--- config.mk ---
export PLATFORM = sky130hd
export DESIGN_NAME = fetch_pc_unit
export DESIGN_NICKNAME = d
export VERILOG_FILES = /design/src/rtl/fetch_pc_unit.sv
export SDC_FILE = /design/constraint.sdc
export NUM_CORES = 1
export LEC_CHECK = 0
export ABC_AREA = 1
export BUFFER_PORTS_ARGS = -buffer_cell sky130_fd_sc_hd__buf_2
export CAP_MARGIN = 0
export CORE_ASPECT_RATIO = 1.2
export CORE_MARGIN = 4
export CORE_UTILIZATION = 25
export DETAILED_ROUTE_END_ITERATION = 7
export PLACE_DENSITY = 0.62
export RECOVER_POWER = 50
export REMOVE_ABC_BUFFERS = 1
export SYNTH_ARGS = -nofsm -noshare
export SYNTH_HDL_FRONTEND = slang
export SYNTH_SLANG_ARGS = --single-unit
--- constraint.sdc ---
create_clock -name clk -period 1.7 [get_ports clk]
set_clock_uncertainty 0.15 [all_clocks]
set_input_delay 0.17 -clock clk [delete_from_list [all_inputs] [get_ports clk]]
set_output_delay 0.17 -clock clk [all_outputs]
set_load 0.02 [all_outputs]
--- src/rtl/fetch_pc_unit.sv ---
// Fetch PC owner: selects the next PC (exception > branch > sequential) and runs the
// single-outstanding instruction-memory handshake, holding the returned word across stalls.
module fetch_pc_unit #(
  parameter logic [31:0] RESET_PC  = 32'hBFC0_0000,
  parameter logic [31:0] NOP_INSTR = 32'h0000_0000
) (
  input  logic        clk,
  input  logic        resetn,
  input  logic [31:0] pcplus4,
  input  logic        br_redirect,
  input  logic [31:0] br_target,
  input  logic        exc_redirect,
  input  logic [31:0] exc_target,
  input  logic        stall,
  output logic        ireq_valid,
  output logic [31:0] ireq_addr,
  input  logic        ireq_ready,
  input  logic        iresp_valid,
  input  logic [31:0] iresp_data,
  output logic [31:0] pc,
  output logic [31:0] raw_instr,
  output logic        instr_valid,
  output logic        adel,
  output logic        fetch_busy
);

  typedef enum logic [1:0] {
    S_REQ,
    S_WAIT,
    S_HOLD,
    S_MIS
  } state_t;

  state_t      state;
  logic        discard;
  logic [31:0] instr_buf;

  logic        redirect;
  logic [31:0] redirect_target;
  logic        outstanding;

  // A misaligned PC never reaches imem; it parks in MIS and reports AdEL instead.
  function automatic state_t entry_state(input logic [31:0] addr);
    return (addr[1:0] != 2'b00) ? S_MIS : S_REQ;
  endfunction

  assign redirect        = exc_redirect | br_redirect;
  assign redirect_target = exc_redirect ? exc_target : br_target;

  // A response is still owed if we are waiting without data, or the address is accepted now.
  assign outstanding = ((state == S_WAIT) && !iresp_valid) ||
                       ((state == S_REQ) && ireq_ready);

  // NOTE: all state here uses non-blocking assignments so every register samples
  // the same pre-edge values regardless of statement order.
  always_ff @(posedge clk or negedge resetn) begin
    if (!resetn) begin
      pc        <= RESET_PC;
      state     <= S_REQ;
      discard   <= 1'b0;
      instr_buf <= NOP_INSTR;
    end else if (redirect) begin
      pc <= redirect_target;
      if (outstanding) begin
        state   <= S_WAIT;
        discard <= 1'b1;
      end else begin
        state   <= entry_state(redirect_target);
        discard <= 1'b0;
      end
    end else begin
      unique case (state)
        S_REQ: begin
          if (ireq_ready) state <= S_WAIT;
        end
        S_WAIT: begin
          if (iresp_valid) begin
            if (discard) begin
              discard <= 1'b0;
              state   <= entry_state(pc);
            end else begin
              instr_buf <= iresp_data;
              state     <= S_HOLD;
            end
          end
        end
        S_HOLD, S_MIS: begin
          if (!stall) begin
            pc    <= pcplus4;
            state <= entry_state(pcplus4);
          end
        end
        default: state <= S_REQ;
      endcase
    end
  end

  // Outputs decode the state register only; resetn gates the request while reset is held.
  assign ireq_valid  = resetn && (state == S_REQ);
  assign ireq_addr   = pc;
  assign instr_valid = (state == S_HOLD) || (state == S_MIS);
  assign adel        = (state == S_MIS);
  assign raw_instr   = (state == S_HOLD) ? instr_buf : NOP_INSTR;
  assign fetch_busy  = (state == S_REQ) || (state == S_WAIT);

endmodule

---- After elaboration in Yosys (flattened, before gate mapping) ----
Cells that the tools add are included.
cells by class
  muxes and demuxes ....................... 19
  bitwise operators ....................... 3
  equality and inequality tests ........... 7
  reduce and logical (&&, ||, !) cells .... 19
operator list
  operator            count
  $mux 32             5
  $mux 2              9
  $reduce_bool 2->1   6
  $ne 3x3->1 const B  3
  $pmux 2 s3          1
  $eq 2x2->1 const B  2
  $mux 1              4
  $reduce_and 2->1    2
  $reduce_and 4->1    1
  $logic_and 1x1->1   3
  $logic_or 1x1->1    3
  $reduce_and 3->1    1
  $eq 2x1->1 const B  1
  $logic_not 2->1     1
  $ne 2x1->1 const B  1
  $not 1->1           2
  $reduce_or 2->1     1
  $logic_not 1->1     1
  $or 1x1->1          1
storage, ports and cells
  flip-flop bits (word level) ............. 67
  input port bits ......................... 135
  word-level logic and storage cells ...... 52
  output and inout bits ................... 100

---- Logic depth before layout (Yosys ltp) ----
Gate-level depths: netlist of the first run.
  depth after elaboration ................. 6
  mapped depth ............................ 9
  depth with buffers taken out ............ 8

---- Worst setup path before layout of the first run ----
No wires, ideal clock.
  path kind ............................... reg2reg
  start point ............................. register state[1]
  end point ............................... register instr_buf[0]
  setup time .............................. 0.121 ns
  arrival ................................. 1.162 ns
  period minus slack after synthesis ...... 1.433 ns
  slack ................................... 0.267 ns
  data required time ...................... 1.429 ns
  stages on the path, launching flop included .. 7
  cell sequence ........................... dfrtp_1 -> buf_2 -> nor2_2 -> nand3_4 -> buf_2 -> nor2_1 -> a21oi_1
between the ends
  cells in the longest elaborated chain, start to end .. 2
ends and longest elaborated chain
  element                            line  RTL
  start, declared                    34    state_t state;
  start signal, assigned             68    state <= entry_state(redirect_target);
  start signal, assigned             80    state <= entry_state(pc);
  start signal, assigned             90    state <= entry_state(pcplus4);
  $eq 2x1->1                         72    unique case (state)
  $reduce_and 4->1 (no source line)  n/a
  end signal, assigned               82    instr_buf <= iresp_data;
  end, declared                      36    logic [31:0] instr_buf;
No other way between the ends.
A chain may end at the register's enable or synchronous reset.

---- Worst setup path in the final report of the first run ----
  start point ............................. register state[0]
  end point ............................... output port raw_instr[20]
between the ends
  cells in the longest elaborated chain, start to end .. 2
ends and longest elaborated chain
  element        line  RTL
  $eq 2x2->1     103   assign raw_instr = (state == S_HOLD) ? instr_buf : NOP_INSTR;
  $mux 32        103
  end, declared  21    output logic [31:0] raw_instr,
No other way between the ends.

==> impl_results.md, run 1 <==
* Final core occ at 40.3%
* Synth Cell Area at roughly 3800 µm²
* Fillers at about 1600
* Yosys cell types at 22
* Crit path arrival time at between 1000 and 1500 ps
* Crit Path Max Fanout at 8
* CTS Buf Count at 9
* Synthesized area per cell at around 7.2 µm²
* Placer congestion estimate at between 0.7 and 0.8
* Via count at ~4300
* Most numerous cell in the Yosys netlist: nand2_1
* RSZ-0062 raised after global routing: yes
* Share of the synthesized area in the top cell type at 38.0%
* Clock Latency Late Sink at roughly 320 ps
* Standard-cell rows at between 40 and 50
* Die Area at 17300 µm²
* Detail Route Antenna Nets at 0
* Max VDD drop at about 0.4 mV
* Pleak at 3.19 nW
* N_diodes at 0
* Drt first pass iters at 4
* Max clock buf depth at 2
* Iteration-0 DRC count of the detailed router at between 150 and 200
* Fin Setup TNS at 0 ps
* Post-synth EDFFs at 0
* I/O pin count at 235
* Post-Syn Instances at roughly 530
* Cell Chain, Critical Path: inv_4 -> nand2_8 -> clkbuf_16 -> nor2_4 -> buf_6
* Crit path max-delay family: flip-flops
* # clock sinks at 67
* Flop and latch count out of synthesis at between 60 and 70
* Sequential share of the synthesized area at 44.2%
* Critical Path RT at around 1400 ps
* Worst-margin pin slew at 904 ps
* Via density at between 4 and 5
* Fin. Hold Viols at 0
* Status: completed
* Share of cells above drive strength 1 at 33.2%
* Synth top cells by count: nand2_1 (148), nor2_1 (99), a21oi_1 (60), dfrtp_1 (58), inv_1 (41)
* Slowest stage delay, CP at 430 ps
* Largest net degree at the start of global routing at slightly below 70
* HP Class: in -> reg
* Async SR Flop Fraction at 100%
* Nets at approximately 930
* Main synth FF type: dfrtp_1
* Die Y at about 140 µm
* Yosys top cell by area: dfrtp_1
* # setup viols final at 0
* Crit Path Category: reg -> out
* Nature of the critical path endpoint: output pin
* Synth warnings at 0
* Congestion Overflow GR at 0
* GRT Util Overall at 14.6%
* Max-slew headroom at approximately two fifths
* Initial antenna violation count at 1
* Top post-synthesis cells by area: dfrtp_1 (38%), nand2_1 (15%), nor2_1 (9.7%)
* Vias in the first global route at 4112
* Die Wd at roughly 120 µm
* Area grow syn2layout at 58.6%
* Final period util at a little over nine tenths
* Max Freq at around 590 MHz
* Buf/Inv on CP at 3
* Initial Util at roughly a quarter
* Final HPWL DP at just over 9000 µm
* Pwr/cell area at around 1100 nW/µm²
* H-tree levels at 3
* Max cap viols at 0
* WL per Instance at ~14 µm
* Clk root buf: clkbuf_16
* Tmin final at 1680 ps
* Slowest CP cell: dfrtp_2
* Area after DPL at between 4000 and 5000 µm²
* Total core area at approximately 15000 µm²
* First-pass GRT wire length at a little over 20000 µm
* Post-route DRC at 0
* Hold Slack at 12.9 ps
* Number of buffers added on ports at approximately 230
* Total routed wirelength at 13700 µm
* Cell area after layout at around 6100 µm²
* CTS tree: yes
* Clk pin slew, worst setup/hold paths at around 60 ps
* Slew Viols, Final at 0
* Critical Path Start Type: flop
==> flip-flops by register name (all words and copies together) (netlist names) <==
name and cells:
state 2, discard 1, instr_buf 32, ireq_addr 32
==> power breakdown <==
group / switching (mW) / total (mW) / internal [mW]
combinational: 1.63 / 2.65 / 1.02
clock: 0.708 / 1.84 / 1.13
sequential: 0.226 / 2.31 / 2.09
total: 2.56 / 6.80 / 4.24
==> logic make-up (layout without fill, tap and decap cells) <==
logic type,count (synthesis),count (layout),synth area share (%)
buffers and inverters,107,372,15.3
AND/OR/NAND/NOR,262,262,27.2
AO/OA/AOI/OAI,98,98,13.3
flip-flops,67,67,44.2
==> worst reg2reg max path, cell delays in order (launching register included) <==
cell and delay [ps]:
dfrtp_2 480, nor2_2 260, nand3_4 110, buf_12 200, nor2_1 160, a21oi_1 60
==> through the flow <==
stage | power (mW) | worst slack [ps] | std cells
2_1_floorplan | 3.65 | -358 | 471
3_3_place_gp | 4.55 | 254 | 922
3_5_place_dp | 4.59 | 177 | 922
4_1_cts | 6.64 | 0.720 | 1000
5_1_grt | 7.25 | -48.7 | 1003
6_report | 6.80 | 18.0 | 1003
==> timing repair <==
| action | 4_1_cts | 5_1_grt |
|---|---|---|
| hold buffers | 61 | 0 |
| gates resized for setup | 12 | 48 |
| hold endpoints to repair | 118 | 0 |
| endpoints found under the setup margin | 32 | 32 |
| gates cloned | 0 | 2 |
| setup buffers | 1 | 1 |
==> cell usage in the layout, fill, tap and decap left out, types with 25 or more instances in the layout <==
cell           synthesis  routed
nor2_1                99      86
buf_2                 15     163
buf_4                 33      37
o21ai_0               25      25
dlygate4sd3_1          0      61
clkbuf_1              10      40
a21oi_1               60      60
dfrtp_1               58      56
nand2_1              148     147
inv_1                 41      41
==> worst paths after layout <==
kind | slack, ps | cells past startpoint | endpoint | startpoint
worst max register to register | 160 | 5 | instr_buf[7] | state[1]
max in group asynchronous | 280 | 3 | ireq_addr[0] | resetn
min in group asynchronous | 480 | 3 | instr_buf[14] | resetn
worst max-delay path | 20 | 5 | raw_instr[20] | state[0]
worst min register to register | 350 | 2 | ireq_addr[29] | ireq_addr[29]
worst min-delay path | 10 | 3 | ireq_addr[9] | pcplus4[9]
==> final cells by class <==
type / instances / area (µm²) / share of cell area, %
clock inverters: 7 / 68.8 / 1.14
clock buffers: 9 / 225 / 3.72
well taps: 204 / 255 / 4.21
flip-flops and latches: 67 / 1690 / 27.9
inverters: 44 / 170 / 2.81
multi-input cells: 360 / 1610 / 26.6
repair buffers: 312 / 2040 / 33.6
==> routing by layer <==
layer	global-route usage, %	up-vias	part of all wire (%)	wire length, µm
li1	-	2134	-	-
met1	17.0	1930	41	5650
met2	25.9	183	50	6790
met3	3.90	18	7.3	1000
met4	5.19	2	1.9	254
met5	0	-	0.095	13
No activity file was read; power rests on OpenSTA's default activity.
==> inputs of run 2 (changes only) <==
--- a/config.mk
+++ b/config.mk
@@ -5,7 +5,6 @@
 export SDC_FILE = /design/constraint.sdc
 export NUM_CORES = 1
 export LEC_CHECK = 0
-export ABC_AREA = 1
 export BUFFER_PORTS_ARGS = -buffer_cell sky130_fd_sc_hd__buf_2
 export CAP_MARGIN = 0
 export CORE_ASPECT_RATIO = 1.2
==> impl_results.md, run 2 <==
* Met2 Usage GRT at 23.5%
* Post-synth EDFFs at 0
* Max-slew headroom at roughly two fifths
* Initial antenna violation count at 0
* Synth warnings at 0
* Crit Path Category: reg -> out
* Iteration-0 DRC count of the detailed router at ~100
* H-tree levels at 3
* Share of cells above drive strength 1 at between 30% and 40%
* Gr busiest metal: met2
* Via density at 4.27
* Max clock buf depth at 2
* Detail Route Antenna Nets at 0
* Die Wd at ~120 µm
* Main synth FF type: dfrtp_1
* Pwr Total at between 6 and 7 mW
* Min-delay src: exc_target[0]
* Placer congestion estimate at 0.754
* Pwr/cell area at around 1100 nW/µm²
* Synth Cell Area at roughly 3900 µm²
* Synth top cells by count: dfrtp_1 (58), nor2_1 (35), a21oi_1 (34), and3_1 (34), nand2_1 (34)
* Clk pin slew, worst setup/hold paths at about 60 ps
* Initial Util at 25.7%
* Drt first pass iters at 4
* # setup viols final at 0
* Number of buffers added on ports at roughly 230
* Total routed wirelength at around 12000 µm
* Clock share of power at 27.1%
* WL per Instance at 14.1 µm
* Status: completed
* Die Y at 144 µm
* RR Startpoint: state[0]
* Congestion Overflow GR at 0
* HP Class: in -> reg
* Hold Crit Depth at 3
* Nets at a little under 800
* Area grow syn2layout at 54.4%
* Max cap viols at 0
* Crit path arrival time at roughly 1300 ps
* Setup slack, reg-to-reg at around 60 ps
* Switch share at 32.3%
* Multi-input logic area at 1750 µm²
* Clk root buf: clkbuf_16
* Fillers at approximately 1600
* Final period util at between 90% and 100%
* Met3 Use GR at under 10%
* R2r endpoint: instr_buf[7]
* Reg area at about 1700 µm²
* Slew Viols, Final at 0
* Comb pwr share at between 30% and 40%
* Max VDD drop at 0.371 mV
* Yosys cell types at 35
* Critical Path Start Type: flop
* Fin. Hold Viols at 0
* Most common cell after layout, fill and taps aside: buf_2
* Most numerous cell in the Yosys netlist: dfrtp_1
* Most frequent cells in the layout: buf_2 (179), dlygate4sd3_1 (65), dfrtp_1 (58)
* Final core occ at between 30% and 40%
* Largest net degree at the start of global routing at just under 70
* Share of the synthesized area in the top cell type at 37.4%
* First-pass GRT wire length at 18400 µm
* Post-route DRC at 0
* Tmin final at around 1700 ps
* Share of power burned in registers at between 30% and 40%
* Max Freq at around 610 MHz
* Pleak at roughly 3 nW
* GRT Util Overall at between 10% and 20%
* Synthesized area per cell at between 10 and 15 µm²
* Crit Path Max Fanout at 18
* CTS Buf Count at 9
* Min-Delay Endpoint: ireq_addr[0]
* Standard-cell rows at 49
* Async SR Flop Fraction at 100%
* Via count at around 3700
* Post-Syn Instances at about 390
* P_sw at around 2.1 mW
* Sequential share of the synthesized area at approximately 44%
* N_diodes at 0
* # clock sinks at 67
* Nature of the critical path endpoint: output pin
* R2r worst-path depth at 5
* I/O pin count at roughly 240
* Worst-margin pin slew at slightly above 900 ps
* Total core area at 15100 µm²
* Clock Latency Late Sink at roughly 320 ps
* M1 GR Usage at around 15%
* Top post-synthesis cells by area: dfrtp_1 (37%), mux2_4 (11%), mux2i_1 (8.5%)
* CTS tree: yes
* Vias in the first global route at about 3700
* Final HPWL DP at 8210 µm
* Die Area at ~18000 µm²
* Critical Path RT at approximately 1400 ps
* Flop and latch count out of synthesis at 67
* Yosys top cell by area: dfrtp_1
* Pint at around 4.3 mW
run 2: kinds of logic after synthesis:
family	after synthesis	synth area share (%)
DFF	67	43.5
and+or+nand+nor	114	14.0
buffers and inverters	65	11.4
AOI/OAI and AO/OA	75	10.1
muxes	66	20.9
run 2: power by group through the flow:
stage / Sequential (mW) / Clock, mW / Combinational, mW
6_report: 2.41 / 1.73 / 2.25
2_1_floorplan: 2.64 / 0 / 1.04
3_3_place_gp: 2.42 / 0 / 2.05
5_1_grt: 2.49 / 1.88 / 2.44
4_1_cts: 2.40 / 1.82 / 2.23
3_5_place_dp: 2.41 / 0 / 2.09
run 2: how the worst max path moves through the flow:
stage	startpoint	end	slack, ps	cells after the start
CTS	state[1]	ireq_valid	2	4
global route	state[0]	raw_instr[10]	-10	4
finish	state[0]	raw_instr[19]	50	4
detailed placement	exc_redirect	instr_buf[25]	-120	6
global placement	exc_redirect	instr_buf[25]	-100	6
floorplan	state[1]	instr_buf[19]	-1090	3
run 2: per-layer routing:
metal / up-vias / wire length, µm
li1: 1833 / -
met1: 1649 / 4930
met2: 184 / 6100
met3: 12 / 907
met4: 0 / 208
met5: - / 0
run 2: worst max-delay path, cell delays in order, from the launching register on:
cell and delay, ps:
dfrtp_1 400, inv_4 110, buf_12 150, and3_1 170, buf_2 170
run 2: final cells by class:
class,instances,share of cell area [%]
flip-flops and latches,67,28.2
clock inverters,4,0.418
well taps,204,4.27
multi-input cells,255,29.3
clock buffers,12,4.29
inverters,2,0.167
repair buffers,317,33.3
run 2: repair_timing:
| action | CTS | global route |
|---|---|---|
| endpoints found under the hold margin | 122 | 0 |
| endpoints found under the setup margin | 33 | 32 |
| setup buffers | 0 | 0 |
| cloned | 0 | 3 |
| hold buffers | 65 | 0 |
| pin swaps | 0 | 0 |
| gates resized for setup | 3 | 10 |
run 2: stage by stage:
step	cell area [µm²]	std cells	TNS (ps)	worst slack, ps	hold WS (ps)
floorplan	3440	324	-55880	-1090	-276
global placement	5020	777	-2140	-97.3	108
detailed placement	5020	777	-2770	-118	109
CTS	5970	858	0	2.14	0.969
global route	5980	861	-24.6	-10.6	16.2
finish	5980	861	0	49.0	13.0
